### config.mk
export PLATFORM = sky130hd
export DESIGN_NAME = pipe_arbiter_flat
export DESIGN_NICKNAME = d
export VERILOG_FILES = /design/src/rtl/pipe_arbiter_if.sv /design/src/rtl/pipe_arbiter.sv /design/src/flat_wrapper.sv
export SDC_FILE = /design/constraint.sdc
export NUM_CORES = 1
export LEC_CHECK = 0
export BUFFER_PORTS_ARGS = -buffer_cell sky130_fd_sc_hd__buf_2
export CAP_MARGIN = 25
export CORE_MARGIN = 5
export CORE_UTILIZATION = 44
export DETAILED_ROUTE_END_ITERATION = 7
export PLACE_DENSITY = 0.76
export SYNTH_ARGS = -nofsm -noshare
export SYNTH_HDL_FRONTEND = slang
export SYNTH_SLANG_ARGS = --single-unit
### constraint.sdc
create_clock -name clk -period 1 [get_ports clk]
set_input_delay 0.1 -clock clk [delete_from_list [all_inputs] [get_ports clk]]
set_output_delay 0.1 -clock clk [all_outputs]
set_load 0.01 [all_outputs]
### src/rtl/pipe_arbiter_if.sv
// Bus bundle for pipe_arbiter: requester handshake, flush, and pipeline outputs.
// The master side drives requests; the slave side is the arbiter itself.
interface pipe_arbiter_if #(
    parameter int NUM_REQ    = 2,
    parameter int NUM_STAGES = 3,
    parameter int DATA_WIDTH = 16
);
    localparam int ID_W  = $clog2(NUM_REQ);
    localparam int CNT_W = $clog2(NUM_STAGES + 1);

    logic [NUM_REQ-1:0]            req_valid;
    logic [NUM_REQ*DATA_WIDTH-1:0] req_data;
    logic [NUM_REQ-1:0]            req_ready;
    logic                          flush;
    logic                          out_valid;
    logic [DATA_WIDTH-1:0]         out_data;
    logic [ID_W-1:0]               out_id;
    logic [CNT_W-1:0]              inflight;
    logic                          busy;

    modport master (
        output req_valid, req_data, flush,
        input  req_ready, out_valid, out_data, out_id, inflight, busy
    );

    modport slave (
        input  req_valid, req_data, flush,
        output req_ready, out_valid, out_data, out_id, inflight, busy
    );
endinterface

### src/rtl/pipe_arbiter.sv
// Round-robin arbiter feeding a fixed-depth, non-stalling pipeline.
// One requester is accepted per cycle; its payload and index emerge
// NUM_STAGES cycles later. A flush kills everything in flight.
module pipe_arbiter #(
    parameter int NUM_REQ    = 2,
    parameter int NUM_STAGES = 3,
    parameter int DATA_WIDTH = 16
) (
    input  logic         clk,
    input  logic         rstn,
    pipe_arbiter_if.slave bus
);
    localparam int ID_W  = $clog2(NUM_REQ);
    localparam int CNT_W = $clog2(NUM_STAGES + 1);
    localparam logic [CNT_W-1:0] CNT_ONE = CNT_W'(1);
    localparam logic [ID_W-1:0]  ID_ONE  = ID_W'(1);

    // Round-robin pointer: index of the requester with highest priority.
    logic [ID_W-1:0]       ptr;
    logic [ID_W-1:0]       ptr_next;

    logic [NUM_REQ-1:0]    grant;
    logic [ID_W-1:0]       grant_idx;
    logic                  accept;
    logic [DATA_WIDTH-1:0] sel_data;

    logic                  stage_valid [NUM_STAGES];
    logic [ID_W-1:0]       stage_id    [NUM_STAGES];
    logic [DATA_WIDTH-1:0] stage_data  [NUM_STAGES];

    logic [CNT_W-1:0]      count;
    logic                  retire;

    // Pick the first valid requester scanning from ptr upward with wrap.
    // Grants are also suppressed while rstn is low so nothing is offered
    // to a requester while the pipeline is being cleared.
    always_comb begin : arbitrate
        int   idx;
        logic found;
        grant     = '0;
        grant_idx = '0;
        found     = 1'b0;
        idx       = 0;
        if (rstn && !bus.flush) begin
            for (int k = 0; k < NUM_REQ; k++) begin
                idx = (int'(ptr) + k) % NUM_REQ;
                for (int i = 0; i < NUM_REQ; i++) begin
                    if (!found && (i == idx) && bus.req_valid[i]) begin
                        found     = 1'b1;
                        grant[i]  = 1'b1;
                        grant_idx = ID_W'(i);
                    end
                end
            end
        end
    end

    // Select the granted requester's payload for capture into stage 0.
    always_comb begin
        sel_data = '0;
        for (int i = 0; i < NUM_REQ; i++) begin
            if (grant[i]) begin
                sel_data = bus.req_data[i*DATA_WIDTH +: DATA_WIDTH];
            end
        end
    end

    assign accept = |grant;

    // Pointer successor after a grant, wrapping at NUM_REQ (not a power of two in general).
    always_comb begin
        if (int'(grant_idx) == NUM_REQ - 1) begin
            ptr_next = '0;
        end else begin
            ptr_next = grant_idx + ID_ONE;
        end
    end

    // Advance the priority pointer past the winner; hold when nothing is granted.
    always_ff @(posedge clk or negedge rstn) begin
        if (!rstn) begin
            ptr <= '0;
        end else if (accept) begin
            ptr <= ptr_next;
        end
    end

    // Shift the pipeline every cycle; flush wipes all valid bits.
    always_ff @(posedge clk or negedge rstn) begin
        if (!rstn) begin
            for (int s = 0; s < NUM_STAGES; s++) begin
                stage_valid[s] <= 1'b0;
                stage_id[s]    <= '0;
                stage_data[s]  <= '0;
            end
        end else begin
            stage_valid[0] <= accept;
            stage_id[0]    <= grant_idx;
            stage_data[0]  <= sel_data;
            for (int s = 1; s < NUM_STAGES; s++) begin
                stage_valid[s] <= stage_valid[s-1];
                stage_id[s]    <= stage_id[s-1];
                stage_data[s]  <= stage_data[s-1];
            end
            if (bus.flush) begin
                for (int s = 0; s < NUM_STAGES; s++) begin
                    stage_valid[s] <= 1'b0;
                end
            end
        end
    end

    assign retire = stage_valid[NUM_STAGES-1];

    // Track the number of valid stages; accept and retire together cancel out.
    always_ff @(posedge clk or negedge rstn) begin
        if (!rstn) begin
            count <= '0;
        end else if (bus.flush) begin
            count <= '0;
        end else if (accept && !retire) begin
            count <= count + CNT_ONE;
        end else if (!accept && retire) begin
            count <= count - CNT_ONE;
        end
    end

    assign bus.req_ready = grant;
    assign bus.out_valid = retire;
    assign bus.out_data  = retire ? stage_data[NUM_STAGES-1] : '0;
    assign bus.out_id    = retire ? stage_id[NUM_STAGES-1]   : '0;
    assign bus.inflight  = count;
    assign bus.busy      = (count != '0);
endmodule

### src/flat_wrapper.sv
// flat-port wrapper written by rule: the top's interface ports become plain ports
module pipe_arbiter_flat 
#(
    parameter int NUM_REQ    = 2,
    parameter int NUM_STAGES = 3,
    parameter int DATA_WIDTH = 16
)
  (clk, rstn, bus_req_valid, bus_req_data, bus_flush, bus_req_ready, bus_out_valid, bus_out_data, bus_out_id, bus_inflight, bus_busy);
  pipe_arbiter_if #(.NUM_REQ(NUM_REQ), .NUM_STAGES(NUM_STAGES), .DATA_WIDTH(DATA_WIDTH)) bus_i ();
  input  logic clk;
  input  logic rstn;
  input wire logic [$bits(bus_i.req_valid)-1:0] bus_req_valid;
  input wire logic [$bits(bus_i.req_data)-1:0] bus_req_data;
  input wire logic [$bits(bus_i.flush)-1:0] bus_flush;
  output wire logic [$bits(bus_i.req_ready)-1:0] bus_req_ready;
  output wire logic [$bits(bus_i.out_valid)-1:0] bus_out_valid;
  output wire logic [$bits(bus_i.out_data)-1:0] bus_out_data;
  output wire logic [$bits(bus_i.out_id)-1:0] bus_out_id;
  output wire logic [$bits(bus_i.inflight)-1:0] bus_inflight;
  output wire logic [$bits(bus_i.busy)-1:0] bus_busy;
  assign bus_i.req_valid = bus_req_valid;
  assign bus_i.req_data = bus_req_data;
  assign bus_i.flush = bus_flush;
  assign bus_req_ready = bus_i.req_ready;
  assign bus_out_valid = bus_i.out_valid;
  assign bus_out_data = bus_i.out_data;
  assign bus_out_id = bus_i.out_id;
  assign bus_inflight = bus_i.inflight;
  assign bus_busy = bus_i.busy;
  pipe_arbiter #(.NUM_REQ(NUM_REQ), .NUM_STAGES(NUM_STAGES), .DATA_WIDTH(DATA_WIDTH)) u_core (.clk(clk), .rstn(rstn), .bus(bus_i));
endmodule
# Word level (Yosys, flattened, before mapping)
# Index checks and enable logic that the tools add are counted.
[word_totals]
elab_cells = 60
reg_bits = 57
[classes]
eq_ne = 1
n_addsub = 4
bitwise_logic = 1
n_reduce_logical = 21
mux = 22
[ops]
columns = ["operator", "count"]
rows = [
  ["32-bit logical NOT", 2],
  ["16-bit two-way mux", 3],
  ["1-bit two-way mux", 14],
  ["1-bit logical AND", 10],
  ["2-bit two-way mux", 4],
  ["1-bit logical NOT", 6],
  ["3-bit two-way mux", 1],
  ["3-bit nonzero test", 1],
  ["1-bit adder (second input constant)", 2],
  ["2-bit by 1-bit adder with 2-bit output (second input constant)", 1],
  ["2-bit == test (first input constant)", 1],
  ["2-bit nonzero test", 1],
  ["2-bit OR reduction", 1],
  ["2-bit by 1-bit subtractor with 2-bit output (second input constant)", 1],
  ["1-bit bitwise AND (first input constant)", 1],
]

# Logic depth before layout (Yosys ltp)
# Gate-level depths: netlist of the first run.
[depth]
word_depth = 25
mapped_depth = 6

# Least setup slack after synthesis of the first run
# No wires, ideal clock.
[synth_timing]
kind = "flip-flop to flip-flop"
from = "register u_core.stage_valid, in the netlist u_core.bus.out_valid"
to = "register u_core.count[1] (netlist: u_core.bus.inflight[1])"
path_stages_with_launch = 4
arrival_time_ps = 1074
setup_slack_ps = -202
cell_sequence = "dfrtp_1 -> nor2b_1 -> mux2i_1 -> mux2_1"
[synth_between]
elab_chain_cells = 4
word_cells_on_any_way = 6
classes_between = "mux: 2; reduce/logical: 4"
[synth_rtl]
columns = ["element", "line_no", "rtl"]
rows = [
  ["from (decl)", "pipe_arbiter.sv:27", "logic stage_valid [NUM_STAGES];"],
  ["from (signal, indexed assignment)", "pipe_arbiter.sv:101", "stage_valid[s] <= stage_valid[s-1];"],
  ["1-bit logical NOT", "pipe_arbiter.sv:121", "end else if (accept && !retire) begin"],
  ["1-bit logical AND", "pipe_arbiter.sv:121", ""],
  ["2-bit two-way mux", "pipe_arbiter.sv:121", ""],
  ["2-bit two-way mux", "pipe_arbiter.sv:119", "end else if (bus.flush) begin"],
  ["to (signal assigned)", "pipe_arbiter.sv:122", "count <= count + CNT_ONE;"],
  ["to (signal assigned)", "pipe_arbiter.sv:124", "count <= count - CNT_ONE;"],
  ["to (decl)", "pipe_arbiter.sv:31", "logic [CNT_W-1:0] count;"],
]
# Several ways; a longest one is shown, not always the timed one.
# A chain may end at the register's enable or synchronous reset.

# Final worst setup path of the first run
[layout_timing]
from = "register u_core.count[0] (netlist: u_core.bus.inflight[0])"
to = "output port bus_busy"
[layout_between]
elab_chain_cells = 1
[layout_rtl]
columns = ["element", "line_no", "rtl"]
rows = [
  ["2-bit nonzero test", "pipe_arbiter.sv:133", "assign bus.busy = (count != '0);"],
  ["to (decl)", "flat_wrapper.sv:20", "output wire logic [$bits(bus_i.busy)-1:0] bus_busy;"],
]
# Every way passes these cells.

==> flow_summary_export.csv, run 1 <==
group,metric,value,unit
run_status,status,"finished with violations",
run_status,violations,"negative setup slack",
critical_path,critPathCaptureType,"output pin",
clock_network,h-tree-depth,3,
grt,grt_pass1_wl,5960,µm
clock_network,clk_latency,320,ps
timing,hold_viol_final,0,
yosys,synth_edf_count,0,
yosys,synth_commonest_cells,"dfrtp_1 (57), and2_1 (17), a22o_1 (8), a22o_2 (8), nor2_1 (5)",
pwr,p_leak,0.00150,µW
route,wl_per_cell,14.9,µm
critical_path,cp.arrival,1200,ps
placed_design,placed_area,2320,µm²
yosys,ys_types,22,
route,antenna_left,0,
yosys,yosys-top-cells-area,"dfrtp_1 (76%), and2_1 (5.6%), a22o_2 (4.2%), a22o_1 (3.7%), and2b_2 (1.4%)",
route,drt-total-wl,3890,µm
critical_path,start_kind,"flip-flop",
timing,hold_slack,18.2,ps
die,initial_core_util,0.461,
critical_path,path_class,"reg2out",
critical_path,crit_top_cell,"buf_6",
yosys,synth_seq_area_share,0.756,
yosys,netlist_instances,117,
die,die_w,75.5,µm
clock_network,cts_made_buffers,9,
clock_network,cts_sinks,57,
route,drc_errors,0,
placed_design,portBuffers,59,
min_path,holdPathStages,2,
timing,drv_slew,0,
critical_path,crit_chain,"buf_6 > or2_4 > buf_6",
min_path,min_path_type,"in2reg",
final_layout,fin_cells,261,
flow_run,maxCapViolCount,0,
yosys,ys_async_sr_fraction,1.00,
placed_design,gp_congestion,0.715,
grt,grt_pass1_vias,1275,
grt,antenna_found_initial,0,
die,pin_count,60,
die,rows,23,
placed_design,place_ws,-180,ps
clock_network,cts_root_buf,"clkbuf_8",
timing,rsz0062_at_grt,"true",
final_layout,syn_to_final_growth,45.2,%
yosys,synth_ff_type,"dfrtp_1",
route,dr.pass1.iters,4,
yosys,synth_nets,154,
die,die_h,75.5,µm
yosys,synth_seq_cells,57,
yosys,yosys.area.top_type_share,0.756,
clock_network,cts.path.max_buffers,2,
final_layout,diodes,0,
yosys,syn_area_per_cell,16.1,µm²
final_layout,fin_nets,245,
pwr,power_density,1780,nW/µm²
yosys,yosys_warnings,0,
final_layout,drive_above_1_share,0.545,
yosys,netlist_area,1890,µm²
grt,grt_util_all_layers,0.146,
clock_network,clkTransAtPathRegs,60,ps
final_layout,fin_area,2740,µm²
route,via_per_inst,4.61,
timing,skew,10.8,ps
critical_path,required,900,ps
grt,grt_start_max_net_pins,58,
timing,worst_slew_pin_slew,474,ps
route,num_vias,1202,
timing,fin_crit_sh,1.30,
yosys,synth_most_common_cell,"dfrtp_1",
timing,fin_ws,-301,ps
pwr,vdd_ir_drop_max,1.19,mV
clock_network,cts_tree,"yes",
die,die_area,5690,µm²
yosys,synth_top_area_cell,"dfrtp_1",
timing,relSlewSlack,0.684,
grt,grt_overflow,0,
critical_path,critical_path.max_fanout,2,
timing,post-route-min-period,1300,ps
final_layout,final_core_util,0.670,
placed_design,dp_hpwl,2630,µm
timing,setup_violations,41,
critical_path,reg2reg_depth,4,
critical_path,critPathMaxStageDelay,420,ps
die,core,4090,µm²
placed_design,dp_cells,233,
critical_path,slowest_stage,"dfrtp_2",
route,drtIter0Drc,51,
timing,fmax,769,MHz
==> routing by layer <==
metal	wire [µm]	vias up	GRT usage
met2	2070	45	0.247
met3	238	8	0.0422
met4	76	0	0.0680
met5	0	-	0
li1	-	568	-
met1	1500	581	0.171
==> state kept, by name (all words and copies together), names as in the netlist <==
register / count
u_core.stage_data: 48
u_core.stage_id: 3
u_core.bus.inflight: 2
u_core.stage_valid: 2
u_core.bus.out_valid: 1
u_core.ptr: 1
==> critical path: cells and delay by family (launching register included) <==
kind,cells,cell delay [ps]
and+or+nand+nor,1,230
buffers and inverters,2,250
DFF,1,420
==> per-stage QoR <==
| step | total power [µW] | setup TNS [ps] |
|---|---|---|
| 2_1_floorplan | 2640 | -633 |
| 3_3_place_gp | 2820 | -792 |
| 3_5_place_dp | 2850 | -1430 |
| 4_1_cts | 4880 | -8750 |
| 5_1_grt | 5080 | -10820 |
| 6_report | 4880 | -8860 |
==> cell type report <==
type / count / area [µm²]
clock buffers: 10 / 138
clock inverters: 4 / 45.0
fillers: 287 / 1350
inverters: 2 / 7.51
multi-input cells: 54 / 450
flip-flops and latches: 57 / 1430
well taps: 50 / 62.6
repair buffers: 84 / 606
==> final timing paths <==
kind / start / endpoint / slack (ps)
hold / removal: bus_req_data[31] / u_core.stage_data[47] / 20
hold reg to reg: u_core.stage_data[27] / u_core.stage_data[11] / 350
min in group asynchronous: rstn / u_core.stage_id[2] / 430
max in group asynchronous: rstn / u_core.bus.out_valid / 200
setup / recovery: u_core.bus.inflight[0] / bus_busy / -300
setup reg to reg: u_core.bus.out_valid / u_core.bus.inflight[1] / -290
==> repair_timing <==
item,in CTS,in global routing
cloned,1,0
hold buffers,6,0
pin swaps,5,5
setup endpoints to repair,40,99
resized for setup,15,10
endpoints found under the hold margin,61,0
buffers inserted,4,4
==> logic make-up after synthesis <==
| family | after synthesis | share of synthesized area |
|---|---|---|
| flops | 57 | 0.756 |
| simple gates | 32 | 0.106 |
| compound gates | 19 | 0.0956 |
| buf+inv | 6 | 0.0259 |
| mux | 2 | 0.0113 |
| xor+xnor | 1 | 0.00465 |
==> power by group <==
group | switching, µW | internal, µW | total, µW
registers | 44.0 | 2430 | 2480
logic | 199 | 248 | 447
clock network | 781 | 1180 | 1960
total | 1020 | 3860 | 4880
==> cells in the final DEF (no fill, tap or decap), drive strengths merged, types with 2 or more instances in the layout <==
cell type and count:
dfrtp 57, buf 78, and2b 3, nor2b 3, a22o 16, nor2 5
clkinv 3, clkbuf 10, inv 2, a21oi 2, and2 17, dlygate4sd3 6
nand2 2
Note: power is estimated with default switching activity, not from simulation.
==> inputs of run 2 (changes only) <==
--- a/config.mk
+++ b/config.mk
@@ -9,7 +9,7 @@
 export CAP_MARGIN = 25
 export CORE_MARGIN = 5
-export CORE_UTILIZATION = 44
+export CORE_UTILIZATION = 49
 export DETAILED_ROUTE_END_ITERATION = 7
-export PLACE_DENSITY = 0.76
+export PLACE_DENSITY = 0.8
 export SYNTH_ARGS = -nofsm -noshare
 export SYNTH_HDL_FRONTEND = slang
==> constraint.sdc (replaced) <==
create_clock -name clk -period 1.4 [get_ports clk]
set_input_delay 0.28 -clock clk [delete_from_list [all_inputs] [get_ports clk]]
set_output_delay 0.28 -clock clk [all_outputs]
set_load 0.01 [all_outputs]
==> run 2 against run 1 <==
  * The run still ends with negative setup slack left
  * Flip-flop and latch count is the same
  * Via count down 6.0%
  * Worst hold slack better by 100 ps
  * Design area is 9.1% lower
  * Register-to-register slack gained 380 ps
  * Routed wire length is 14% lower
  * Critical path depth unchanged
  * Highest routed layer unchanged
  * Clock power down 25%
  * Global-route usage rose by 0.22 points
  * Power decreased by 29%
==> flow_summary_export.csv, run 2 (synthesis results as in run 1) <==
group,metric,value,unit
clock_network,h-tree-depth,3,
pwr,power.switching,715,µW
run_status,status,"finished with violations",
route,antenna_left,0,
route,drc_errors,0,
clock_network,cts_made_buffers,9,
final_layout,fin_nets,229,
die,die_area,5190,µm²
die,core,3690,µm²
placed_design,placed_area,2240,µm²
final_layout,diodes,0,
timing,setup_violations,17,
die,pin_count,60,
route,num_vias,1130,
critical_path,critical_path.max_fanout,18,
grt,grt_overflow,0,
grt,grt_pass1_wl,5620,µm
die,initial_core_util,0.511,
timing,fin_ws,-14.9,ps
final_layout,num-fill-cells,274,
clock_network,clkTransAtPathRegs,60,ps
clock_network,cts.path.max_buffers,2,
route,drt-total-wl,3350,µm
final_layout,drive_above_1_share,0.515,
final_layout,fin_area,2490,µm²
timing,post-route-min-period,1410,ps
final_layout,largest_reg_flops,48,
pwr,power.internal,2750,µW
die,die_w,72.0,µm
timing,hold_slack,122,ps
grt,grt_start_max_net_pins,58,
critical_path,path_class,"reg2out",
route,drtIter0Drc,43,
grt,grt_pass1_vias,1180,
timing,skew,4.59,ps
clock_network,cts_tree,"yes",
timing,drv_slew,0,
pwr,vdd_ir_drop_max,0.877,mV
final_layout,layout_common_cells,"buf_2 (57), dfrtp_1 (57), and2_1 (16)",
grt,antenna_found_initial,0,
timing,fin_crit_sh,1.01,
die,rows,22,
pwr,p_clk_frac,0.424,
run_status,violations,"negative setup slack",
final_layout,top_regs,"u_core.stage_data (48), u_core.stage_id (3)",
clock_network,clk_latency,320,ps
timing,hold_viol_final,0,
route,via_per_inst,4.63,
critical_path,cp.arrival,1130,ps
die,die_h,72.0,µm
clock_network,cts_sinks,57,
placed_design,dp_hpwl,2410,µm
final_layout,final_core_util,0.675,
timing,fmax,707,MHz
critical_path,critPathCaptureType,"output pin",
pwr,p_comb_frac,0.067,
flow_run,maxCapViolCount,0,
grt,grt_util_all_layers,0.148,
placed_design,gp_congestion,0.817,
clock_network,cts_hold_buf,0,
min_path,min_path_type,"in2async",
critical_path,required,1120,ps
final_layout,syn_to_final_growth,32.0,%
clock_network,cts_root_buf,"clkbuf_8",
final_layout,multi_input_area,420,µm²
timing,fin_setup_tns,-152,ps
timing,relSlewSlack,0.557,
final_layout,regArea,1430,µm²
pwr,p_leak,0.00139,µW
final_layout,regMostFlops,"u_core.stage_data",
timing,worst_slew_pin_slew,665,ps
route,wl_per_cell,13.7,µm
route,dr.pass1.iters,4,
critical_path,start_kind,"flip-flop",
pwr,switching_share,0.206,
timing,rsz0062_at_grt,"true",
pwr,power_density,1390,nW/µm²
pwr,sequentialPowerShare,0.510,
placed_design,place_ws,67.1,ps
placed_design,portBuffers,59,
[run 2: timing repair]
action / CTS / global route
buffers inserted: 1 / 2
setup endpoints to repair: 19 / 20
gates resized for setup: 5 / 2
pin swaps: 1 / 2
[run 2: power by group through the flow]
| stage | registers, µW | logic, µW | clock network (µW) |
|---|---|---|---|
| floorplan | 1790 | 95.6 | 0 |
| global placement | 1790 | 204 | 0 |
| detailed placement | 1800 | 215 | 0 |
| CTS | 1770 | 230 | 1510 |
| global route | 1780 | 258 | 1590 |
| finish | 1770 | 231 | 1470 |
[run 2: metrics by stage]
stage	std cells	power (µW)
global route	244	3620
floorplan	117	1880
global placement	226	1990
detailed placement	226	2010
CTS	242	3510
finish	244	3470
[run 2: worst paths after layout]
| kind | from | endpoint | slack [ps] | depth (start not counted) |
|---|---|---|---|---|
| min | rstn | u_core.stage_id[1] | 120 | 2 |
| min in group clk | bus_req_data[10] | u_core.stage_data[42] | 170 | 2 |
| max reg2reg | u_core.bus.out_valid | u_core.bus.inflight[1] | 90 | 4 |
| min reg2reg | u_core.stage_data[31] | u_core.stage_data[15] | 340 | 0 |
| max | u_core.bus.out_valid | bus_out_data[6] | -10 | 3 |
| max in group asynchronous | rstn | u_core.stage_data[33] | 840 | 2 |
[run 2: metal layers]
layer / GRT usage / vias to the layer above / part of all wire
li1: - / 538 / -
met1: 0.178 / 534 / 0.41
met2: 0.222 / 44 / 0.49
met3: 0.0499 / 14 / 0.062
met4: 0.106 / 0 / 0.039
met5: 0 / - / 0
[run 2: worst max-delay path, cell delays in order (launching register included)]
cell and delay (ps):
dfrtp_1 390, buf_6 150, and2_1 130, buf_2 130
[run 2: area by class of cell]
| cell class | instances | area share |
|---|---|---|
| Timing Repair Buffer | 68 | 0.152 |
| Clock buffer | 12 | 0.0623 |
| Tap cell | 48 | 0.0241 |
| Clock inverter | 3 | 0.0161 |
| Sequential cell | 57 | 0.573 |
| Inverter | 2 | 0.00302 |
| Multi-Input combinational cell | 54 | 0.169 |
